$ cat src/rtl/fp16_int_decoder.sv
// fp16_int_decoder
// Converts an IEEE-754 half-precision operand into a saturated signed
// OUT_W-bit integer, truncating toward zero. The mantissa is aligned by
// an iterative shifter that moves one bit per cycle.
//
// Ports
//   clk_34        clock, rising edge
//   rst_34        synchronous active-low reset
//   fp_in_34      FP16 operand {sign, exp[4:0], frac[9:0]}
//   in_valid_34   operand valid        in_ready_34   block idle, accepts operand
//   int_out_34    two's-complement result
//   out_valid_34  result valid         out_ready_34  consumer accepts result
//   Ovf_Flag_34   result saturated (out of range or infinity)
//   Inx_Flag_34   nonzero fraction bits were discarded
//   Nan_Flag_34   operand was NaN
//   state_dbg_34  current FSM state (IDLE=0, DECODE=1, SHIFT=2, DONE=3)
//
// Handshake: a transfer happens on a rising edge where valid and ready are
// both high. in_ready_34 is high only in IDLE; out_valid_34 is high only in
// DONE and the result and flags are held stable until out_ready_34 is seen.
module fp16_int_decoder #(
  parameter int OUT_W = 16
) (
  input  logic             clk_34,
  input  logic             rst_34,
  input  logic [15:0]      fp_in_34,
  input  logic             in_valid_34,
  output logic             in_ready_34,
  output logic [OUT_W-1:0] int_out_34,
  output logic             out_valid_34,
  input  logic             out_ready_34,
  output logic             Ovf_Flag_34,
  output logic             Inx_Flag_34,
  output logic             Nan_Flag_34,
  output logic [1:0]       state_dbg_34
);

  typedef enum logic [1:0] {
    S_IDLE   = 2'd0,
    S_DECODE = 2'd1,
    S_SHIFT  = 2'd2,
    S_DONE   = 2'd3
  } state_t;

  state_t           state_q, state_d;
  logic [15:0]      fp_q, fp_d;
  logic [15:0]      mag_q, mag_d;
  logic [3:0]       cnt_q, cnt_d;
  logic             left_q, left_d;
  logic             sticky_q, sticky_d;
  logic             is_nan_q, is_nan_d;
  logic             is_inf_q, is_inf_d;
  logic [OUT_W-1:0] res_q, res_d;
  logic             ovf_q, ovf_d;
  logic             inx_q, inx_d;
  logic             nan_q, nan_d;

  logic [4:0]       exp_w;
  logic [9:0]       frac_w;
  logic             sign_w;
  logic [32:0]      lim_pos;
  logic [32:0]      lim_neg_mag;
  logic [32:0]      mag_ext;
  logic             too_big;
  logic [OUT_W-1:0] sat_val;
  logic [OUT_W-1:0] mag_w;
  logic [OUT_W-1:0] signed_val;

  assign exp_w  = fp_q[14:10];
  assign frac_w = fp_q[9:0];
  assign sign_w = fp_q[15];

  // Largest positive magnitude, and the one extra value only negatives reach.
  assign lim_pos     = {{(34-OUT_W){1'b0}}, {(OUT_W-1){1'b1}}};
  assign lim_neg_mag = lim_pos + 33'd1;
  assign mag_ext     = {17'd0, mag_q};
  assign too_big     = sign_w ? (mag_ext > lim_neg_mag) : (mag_ext > lim_pos);
  assign sat_val     = sign_w ? {1'b1, {(OUT_W-1){1'b0}}} : {1'b0, {(OUT_W-1){1'b1}}};
  assign mag_w       = OUT_W'(mag_q);
  // Negating zero yields zero, so -0 needs no special case.
  assign signed_val  = sign_w ? (~mag_w + 1'b1) : mag_w;

  // State register
  always_ff @(posedge clk_34) begin
    if (!rst_34) state_q <= S_IDLE;
    else         state_q <= state_d;
  end

  // Next-state logic
  always_comb begin
    state_d = state_q;
    case (state_q)
      S_IDLE:   if (in_valid_34) state_d = S_DECODE;
      S_DECODE: state_d = S_SHIFT;
      S_SHIFT:  if (cnt_q == 4'd0) state_d = S_DONE;
      S_DONE:   if (out_ready_34) state_d = S_IDLE;
      default:  state_d = S_IDLE;
    endcase
  end

  // Output logic
  always_comb begin
    in_ready_34  = 1'b0;
    out_valid_34 = 1'b0;
    case (state_q)
      S_IDLE:  in_ready_34  = 1'b1;
      S_DONE:  out_valid_34 = 1'b1;
      default: ;
    endcase
  end

  assign state_dbg_34 = state_q;
  assign int_out_34   = res_q;
  assign Ovf_Flag_34  = ovf_q;
  assign Inx_Flag_34  = inx_q;
  assign Nan_Flag_34  = nan_q;

  // Datapath
  always_comb begin
    fp_d     = fp_q;
    mag_d    = mag_q;
    cnt_d    = cnt_q;
    left_d   = left_q;
    sticky_d = sticky_q;
    is_nan_d = is_nan_q;
    is_inf_d = is_inf_q;
    res_d    = res_q;
    ovf_d    = ovf_q;
    inx_d    = inx_q;
    nan_d    = nan_q;
    case (state_q)
      S_IDLE: if (in_valid_34) fp_d = fp_in_34;
      S_DECODE: begin
        // Specials and |x|<1 fall through SHIFT with a zero count so every
        // path finalizes in the same place.
        mag_d    = 16'd0;
        cnt_d    = 4'd0;
        left_d   = 1'b0;
        sticky_d = 1'b0;
        is_nan_d = 1'b0;
        is_inf_d = 1'b0;
        if (exp_w == 5'd31) begin
          if (frac_w != 10'd0) is_nan_d = 1'b1;
          else                 is_inf_d = 1'b1;
        end else if (exp_w == 5'd0) begin
          sticky_d = (frac_w != 10'd0);
        end else if (exp_w < 5'd15) begin
          sticky_d = 1'b1;
        end else if (exp_w <= 5'd25) begin
          mag_d = {5'd0, 1'b1, frac_w};
          cnt_d = 4'(5'd25 - exp_w);
        end else begin
          mag_d  = {5'd0, 1'b1, frac_w};
          cnt_d  = 4'(exp_w - 5'd25);
          left_d = 1'b1;
        end
      end
      S_SHIFT: begin
        if (cnt_q != 4'd0) begin
          if (left_q) begin
            mag_d = {mag_q[14:0], 1'b0};
          end else begin
            mag_d    = {1'b0, mag_q[15:1]};
            sticky_d = sticky_q | mag_q[0];
          end
          cnt_d = cnt_q - 4'd1;
        end else begin
          // Result and flags are replaced only here, on entry to DONE.
          nan_d = is_nan_q;
          inx_d = 1'b0;
          ovf_d = 1'b0;
          if (is_nan_q) begin
            res_d = '0;
          end else if (is_inf_q) begin
            res_d = sat_val;
            ovf_d = 1'b1;
          end else begin
            inx_d = sticky_q;
            if (too_big) begin
              res_d = sat_val;
              ovf_d = 1'b1;
            end else begin
              res_d = signed_val;
            end
          end
        end
      end
      default: ;
    endcase
  end

  always_ff @(posedge clk_34) begin
    if (!rst_34) begin
      fp_q     <= '0;
      mag_q    <= '0;
      cnt_q    <= '0;
      left_q   <= 1'b0;
      sticky_q <= 1'b0;
      is_nan_q <= 1'b0;
      is_inf_q <= 1'b0;
      res_q    <= '0;
      ovf_q    <= 1'b0;
      inx_q    <= 1'b0;
      nan_q    <= 1'b0;
    end else begin
      fp_q     <= fp_d;
      mag_q    <= mag_d;
      cnt_q    <= cnt_d;
      left_q   <= left_d;
      sticky_q <= sticky_d;
      is_nan_q <= is_nan_d;
      is_inf_q <= is_inf_d;
      res_q    <= res_d;
      ovf_q    <= ovf_d;
      inx_q    <= inx_d;
      nan_q    <= nan_d;
    end
  end

endmodule

$ cat config.mk
export PLATFORM = sky130hd
export DESIGN_NAME = fp16_int_decoder
export DESIGN_NICKNAME = d
export VERILOG_FILES = /design/src/rtl/fp16_int_decoder.sv
export SDC_FILE = /design/constraint.sdc
export NUM_CORES = 1
export LEC_CHECK = 0
export ABC_CLOCK_PERIOD_IN_PS = 2200
export BUFFER_PORTS_ARGS = -buffer_cell sky130_fd_sc_hd__buf_4
export CAP_MARGIN = 20
export CORE_MARGIN = 2
export CORE_UTILIZATION = 43
export DETAILED_ROUTE_END_ITERATION = 12
export HOLD_SLACK_MARGIN = 0.06
export PLACE_DENSITY = 0.58
export SYNTH_ARGS = -nofsm -noshare
export SYNTH_HDL_FRONTEND = slang
export SYNTH_SLANG_ARGS = --single-unit
$ cat constraint.sdc
create_clock -name clk_34 -period 2.2 [get_ports clk_34]
set_input_delay 0.11 -clock clk_34 [delete_from_list [all_inputs] [get_ports clk_34]]
set_output_delay 0.11 -clock clk_34 [all_outputs]
set_load 0.03 [all_outputs]
==> reports/metrics.cfg, run 1 <==
[setup_path]
timing.rr.end = int_out_34[2]$_SDFFE_PN0P_
rrSetupSlack_ns = 0.21
cp.arrival_ns = 2.29
r2r-start = mag_q[0]$_SDFFE_PN0P_
startpoint_type = register
required_ns = 2.50
worstPathMaxFanout = 19
crit_path_end_kind = register
critical_path_class = register to register
reg2reg_depth = 7

[global_route]
grt-ovfl-total = 0
antenna_found_initial = 0
grt_pass1_vias = 3037
grt_pass1_wl_um = 15200
track_usage_pct = 21.8
grt_max_degree = 39

[floorplan]
rows = 33
die_w_um = 94.5
start_util_pct = 43.5
fp.dieH_um = 94.5
io-pin-count = 43
core_um2 = 8090
dieArea_um2 = 8930

[synth]
avgSynthCellArea_um2 = 8.08
ys_seq_area_share_pct = 34.7
ys_dominant_reg_cell = dfxtp_1
async_reset_ff_share_pct = 0
syn_area_um2 = 3520
ys_types = 60
synth_area_leaders = dfxtp_1 35%, nand2_1 8.0%, a21boi_0 5.3%
synth-edff-count = 0
ys_ff_latch = 61
yosysMostFrequentCell = nand2_1
synth_top_area_share_pct = 34.7
yosysTopAreaCell = dfxtp_1
yosys_warnings = 0
synthCells = 436
syn-num-nets = 469
synth_common_cells = 75 x nand2_1, 61 x dfxtp_1, 39 x nor2_1, 25 x a21boi_0, 19 x clkbuf_1

[timing]
hold_violations = 0
rsz0062_at_grt = false
relSlewSlack_pct = 55.2
fin_crit_ns = 1.99
fin_crit_sh_pct = 90.5
finClkSkew_ns = 0.0131
slew_violations = 0
setup_viol = 0
setup_tns_ns = 0
worstMarginPinSlew_ns = 0.672
clock.fmax_mhz = 502

[cells_and_area]
n_fill_cell = 789
multi_input_area_um2 = 2080
synthToLayoutAreaGrowth_pct = 22.4
seq_area_um2 = 1220
final_nets = 521
design_area_um2 = 4310
diodes = 0
drive_above_1_share_pct = 20.7

[placed_design]
hpwl_um = 6170
placed_cell_area_um2 = 3950
routabilityCongestion = 0.799
port_buffers = 42

[detailed_routing]
drcViolationCount = 0
detail-route-antenna-nets = 0
drtIter0Drc = 118
vias_per_cell = 5.46
wire_per_inst_um = 15.1
dr_total_vias = 3267
first_pass_iters = 4
wl_um = 9000

[clock_network]
clk_pin_slew_ns = 0.08
worstSkewPairLatency_ns = 0.36
numCtsBuffers = 9
htreeDepth = 3
clockRootBuffer = clkbuf_8
cts_tree = built
cts_setup_buffers = 0
numClockSinks = 61
cts_buffer_depth = 2

[status]
status = complete, no violations

[power]
ir_drop_v = 0.000477
p_leak_nw = 1.74
p_per_area_nw_per_um2 = 1260

[min_path]
min_path_cells = 2
worstHoldEndpoint = int_out_34[1]$_SDFFE_PN0P_
hp-start = rst_34
hp-class = input pin to register

[job]
cap_violations = 0

==> state kept, by name, indices dropped and copies added (netlist names), 2 cells and up <==
signal	cells
state_dbg_34	2
cnt_q	4
int_out_34	16
fp_q	16
mag_q	16
==> how the worst max path moves through the flow <==
stage	from	endpoint	slack [ns]
finish	mag_q[0]$_SDFFE_PN0P_	int_out_34[2]$_SDFFE_PN0P_	0.21
floorplan	state_dbg_34[0]$_SDFFE_PN0P_	int_out_34[0]$_SDFFE_PN0P_	0.22
CTS	mag_q[0]$_SDFFE_PN0P_	int_out_34[2]$_SDFFE_PN0P_	0.13
detailed placement	mag_q[1]$_SDFFE_PN0P_	int_out_34[2]$_SDFFE_PN0P_	0.19
global placement	mag_q[0]$_SDFFE_PN0P_	int_out_34[2]$_SDFFE_PN0P_	0.23
global route	mag_q[1]$_SDFFE_PN0P_	int_out_34[10]$_SDFFE_PN0P_	0.02
==> timing repair <==
action / 4_1_cts / 5_1_grt
endpoints found under the setup margin: 0 / 3
hold buffers: 16 / 0
gates resized for setup: 0 / 1
endpoints found under the hold margin: 16 / 0
==> per-layer routing <==
metal  wire, µm  global-route usage [%]
met3        239                    3.43
met1       4320                    28.9
met2       4240                    35.1
met5          0                       0
met4        209                    9.42
==> metrics by stage <==
| stage | worst slack, ns | hold slack [ns] | cells | util, % | power [mW] |
|---|---|---|---|---|---|
| after floorplan | 0.223 | 0.255 | 436 | - | 3.64 |
| after global placement | 0.226 | 0.371 | 566 | 48.7 | 4.32 |
| after detailed placement | 0.190 | 0.379 | 566 | 48.7 | 4.36 |
| after CTS | 0.125 | 0.190 | 598 | 53.2 | 5.44 |
| after global routing | 0.0178 | 0.202 | 598 | 53.3 | 5.88 |
| final | 0.210 | 0.189 | 598 | 53.3 | 5.42 |
==> final cells by class <==
class                   count  share of cell area [%]
clock buffers               9                    2.87
clock inverters             7                    1.86
inverters                  18                    1.57
multi-input cells         324                    48.2
flip-flops and latches     61                    28.3
well taps                 105                    3.05
repair buffers             74                    14.1
==> worst max-delay path, cell delays in order, from the launching register on <==
cell and delay (ns):
dfxtp_1 0.36, inv_1 0.12, ha_1 0.25, nor4b_4 0.24
nand4_1 0.16, a21o_2 0.37, or3_1 0.38, nand3_1 0.07
==> report_power, final <==
group	switching [mW]	internal (mW)
Clock	0.528	0.539
Combinational	1.54	1.11
Sequential	0.349	1.35
==> layout by cell type (no fill, tap or decap), types with 3 or more instances in the layout <==
cell,count
xor2_1,3
a21boi_0,25
inv_1,18
nor3b_1,3
inv_6,4
o21ai_0,16
clkbuf_8,9
mux2_2,16
a21oi_1,14
ha_1,13
nand3_1,16
o21ai_1,3
dlygate4sd3_1,16
nor2_1,39
o31ai_1,4
buf_4,57
mux2i_1,3
nand4_1,4
a221oi_1,11
a211oi_1,4
a31oi_1,4
nor3_1,12
dfxtp_1,61
o211ai_1,5
nand2_1,75
nor2b_1,7
xnor2_1,5
==> cells by family (layout without fill, tap and decap cells) <==
kind of cell / after synthesis / after routing / share of synthesized area (%)
AND/OR/NAND/NOR: 179 / 179 / 25.0
AO/OA/AOI/OAI: 105 / 105 / 21.4
flip-flops: 61 / 61 / 34.7
buffers and inverters: 51 / 108 / 6.33
multiplexers: 19 / 19 / 5.97
adder cells (fa/ha/maj): 13 / 13 / 4.62
XOR/XNOR: 8 / 8 / 1.99
Power figures use the tool's default switching activity.
==> run 2: changes to the inputs <==
- CORE_MARGIN: 2 -> 3
- PLACE_DENSITY: 0.58 -> default
- PLACE_DENSITY_LB_ADDON: default -> 0.3
==> run 2 against run 1 <==
Compared with the run above: sequential share of layout area fell by 0.16 points; routed wire length fell by 3.0%; register-to-register slack barely moved; count of clock-buffer cells in the layout rose by 3; highest routed layer unchanged.
==> reports/metrics.cfg, run 2 (synthesis results as in run 1) <==
[detailed_routing]
first_pass_iters = 4  ; unchanged
wl_um = 8730  ; -3.0%
detail-route-antenna-nets = 0  ; unchanged
drcViolationCount = 0  ; unchanged
wl_met1_um = 4090  ; -5.2%
dr_total_vias = 3271  ; +0.12%
route.met2.wl_um = 4150  ; -2.0%
vias_per_cell = 5.49  ; +0.46%
met3_wirelength_um = 381  ; +59%
drtIter0Drc = 215  ; +82%
wire_per_inst_um = 14.6  ; -2.7%
dr.max_layer_used = met4

[clock_network]
cts_tree = built
clk_pin_slew_ns = 0.07  ; about the same
clockRootBuffer = clkbuf_8
cts_buffer_depth = 2  ; unchanged
numClockSinks = 61  ; unchanged
numCtsBuffers = 9  ; unchanged
htreeDepth = 3  ; unchanged
cts_setup_buffers = 0  ; unchanged
worstSkewPairLatency_ns = 0.33  ; -0.03 ns

[timing]
relSlewSlack_pct = 63.8  ; +8.6 points
finClkSkew_ns = 0.00977  ; -0.00329 ns
slew_violations = 0  ; unchanged
setup_tns_ns = 0  ; unchanged
hold_violations = 0  ; unchanged
rsz0062_at_grt = false
setup_viol = 0  ; unchanged
fin_crit_ns = 2.00  ; +0.00726 ns
worstMarginPinSlew_ns = 0.542  ; -0.130 ns
fin_crit_sh_pct = 90.8  ; +0.33 points
clock.fmax_mhz = 501  ; -0.36%

[cells_and_area]
layout_commonest_cell = nand2_1
seq_area_um2 = 1220  ; unchanged
synthToLayoutAreaGrowth_pct = 23.1
multi_input_area_um2 = 2080  ; unchanged
finish.utilization_pct = 55.2  ; +2.0 points
design_area_um2 = 4340  ; +0.58%
drive_above_1_share_pct = 20.6  ; -0.042 points
diodes = 0  ; unchanged
n_fill_cell = 755  ; -4.3%
final_nets = 522  ; +0.19%
final_cell_mix = 75 x nand2_1, 61 x dfxtp_1, 60 x buf_4, 39 x nor2_1, 25 x a21boi_0

[min_path]
hp-start = fp_in_34[15]
hp-class = input pin to register
min_path_cells = 3  ; +1
worstHoldEndpoint = fp_q[15]$_SDFFE_PN0P_

[floorplan]
rows = 32  ; -3.0%
io-pin-count = 43  ; unchanged
fp.dieH_um = 96.5  ; +2.1%
die_w_um = 96.5  ; +2.1%
dieArea_um2 = 9310  ; +4.3%
start_util_pct = 44.9  ; +1.4 points
core_um2 = 7850  ; -3.0%

[setup_path]
cp_top_family = compound AO/OA/AOI/OAI gates
cp.buffers_inverters = 1  ; unchanged
required_ns = 2.48  ; -0.02 ns
r2r-start = mag_q[0]$_SDFFE_PN0P_
startpoint_type = register
path_cells = inv_1 -> ha_1 -> nor4b_4 -> nand4_1 -> a31oi_1 -> a21boi_0 -> o21a_1
worstPathMaxFanout = 6  ; -13
timing.rr.end = int_out_34[1]$_SDFFE_PN0P_
crit_path_end_kind = register
critical-path-max-stage-delay_ns = 0.35  ; -0.03 ns
rrSetupSlack_ns = 0.20  ; about the same
cp.arrival_ns = 2.28  ; about the same
reg2reg_depth = 7  ; unchanged
critical_path_class = register to register
crit_slowest_cell = dfxtp_1

[global_route]
grt_pass1_wl_um = 14500  ; -4.4%
track_usage_pct = 20.0  ; -1.8 points
antenna_found_initial = 0  ; unchanged
grt_max_degree = 39  ; unchanged
grt_pass1_vias = 3054  ; +0.56%
grt-ovfl-total = 0  ; unchanged

[power]
ir_drop_v = 0.000569  ; +19%
p_leak_nw = 1.76  ; +1.5%
p_per_area_nw_per_um2 = 1290  ; +2.3%

[status]
status = complete, no violations

[job]
cap_violations = 0  ; unchanged

[placed_design]
placed_cell_area_um2 = 3940  ; about the same
routabilityCongestion = 0.886  ; +11%
hpwl_um = 6140  ; -0.39%
port_buffers = 42  ; unchanged

[run 2: cell types whose count changed in the layout (fill, tap and decap cells not counted), sizes merged]
cell / before / now
buf: 58 / 60
dlygate4sd3: 16 / 15
clkinvlp: 2 / 0
bufinv: 1 / 3
clkinv: 0 / 1
clkbuf: 9 / 12
inv: 22 / 18
[run 2: worst register-to-register path: stages, from the launching register on]
cell and delay (ns):
dfxtp_1 0.35, inv_1 0.13, ha_1 0.25, nor4b_4 0.24
nand4_1 0.15, a31oi_1 0.32, a21boi_0 0.35, o21a_1 0.17
[run 2: how the worst max path moves through the flow]
stage                                      start                          end  slack [ns]  cells past startpoint
floorplan           state_dbg_34[0]$_SDFFE_PN0P_   int_out_34[0]$_SDFFE_PN0P_        0.22                      7
global placement           mag_q[0]$_SDFFE_PN0P_   int_out_34[2]$_SDFFE_PN0P_        0.25                      7
detailed placement         mag_q[0]$_SDFFE_PN0P_  int_out_34[10]$_SDFFE_PN0P_        0.18                      7
CTS                        mag_q[0]$_SDFFE_PN0P_  int_out_34[10]$_SDFFE_PN0P_        0.14                      7
global route               mag_q[0]$_SDFFE_PN0P_   int_out_34[1]$_SDFFE_PN0P_        0.06                      7
finish                     mag_q[0]$_SDFFE_PN0P_   int_out_34[1]$_SDFFE_PN0P_        0.20                      7
[run 2: metal layers]
layer | vias up | track usage (%)
li1 | 1659 | -
met3 | 11 | 6.04
met4 | 0 | 4.09
met2 | 73 | 33.4
met5 | - | 0
met1 | 1528 | 25.5
[run 2: area by class of cell]
cell class,count,share of cell area (%)
timing repair buffer,75,13.9
multi-input combinational,324,47.9
clock buffer,12,3.35
sequential,61,28.2
inverter,18,1.56
clock inverter,4,2.19
tap,102,2.94
[run 2: stage by stage]
stage / hold WS [ns] / power [mW] / setup WS, ns / cells
after global placement: 0.372 / 4.26 / 0.249 / 565
after detailed placement: 0.379 / 4.33 / 0.177 / 565
after CTS: 0.0676 / 5.59 / 0.143 / 596
after floorplan: 0.255 / 3.64 / 0.223 / 436
after global routing: 0.111 / 6.02 / 0.0604 / 596
final: 0.0884 / 5.58 / 0.202 / 596
[run 2: power breakdown]
part	switching, mW	internal (mW)	leakage, nW
combinational	1.56	1.11	1.15
clock	0.435	0.783	0.121
sequential	0.341	1.35	0.497
total	2.33	3.24	1.76
[run 2: what timing repair did]
action	CTS	global route
hold buffers	15	0
resized for setup	0	1
hold endpoints to repair	15	0
endpoints found under the setup margin	0	1
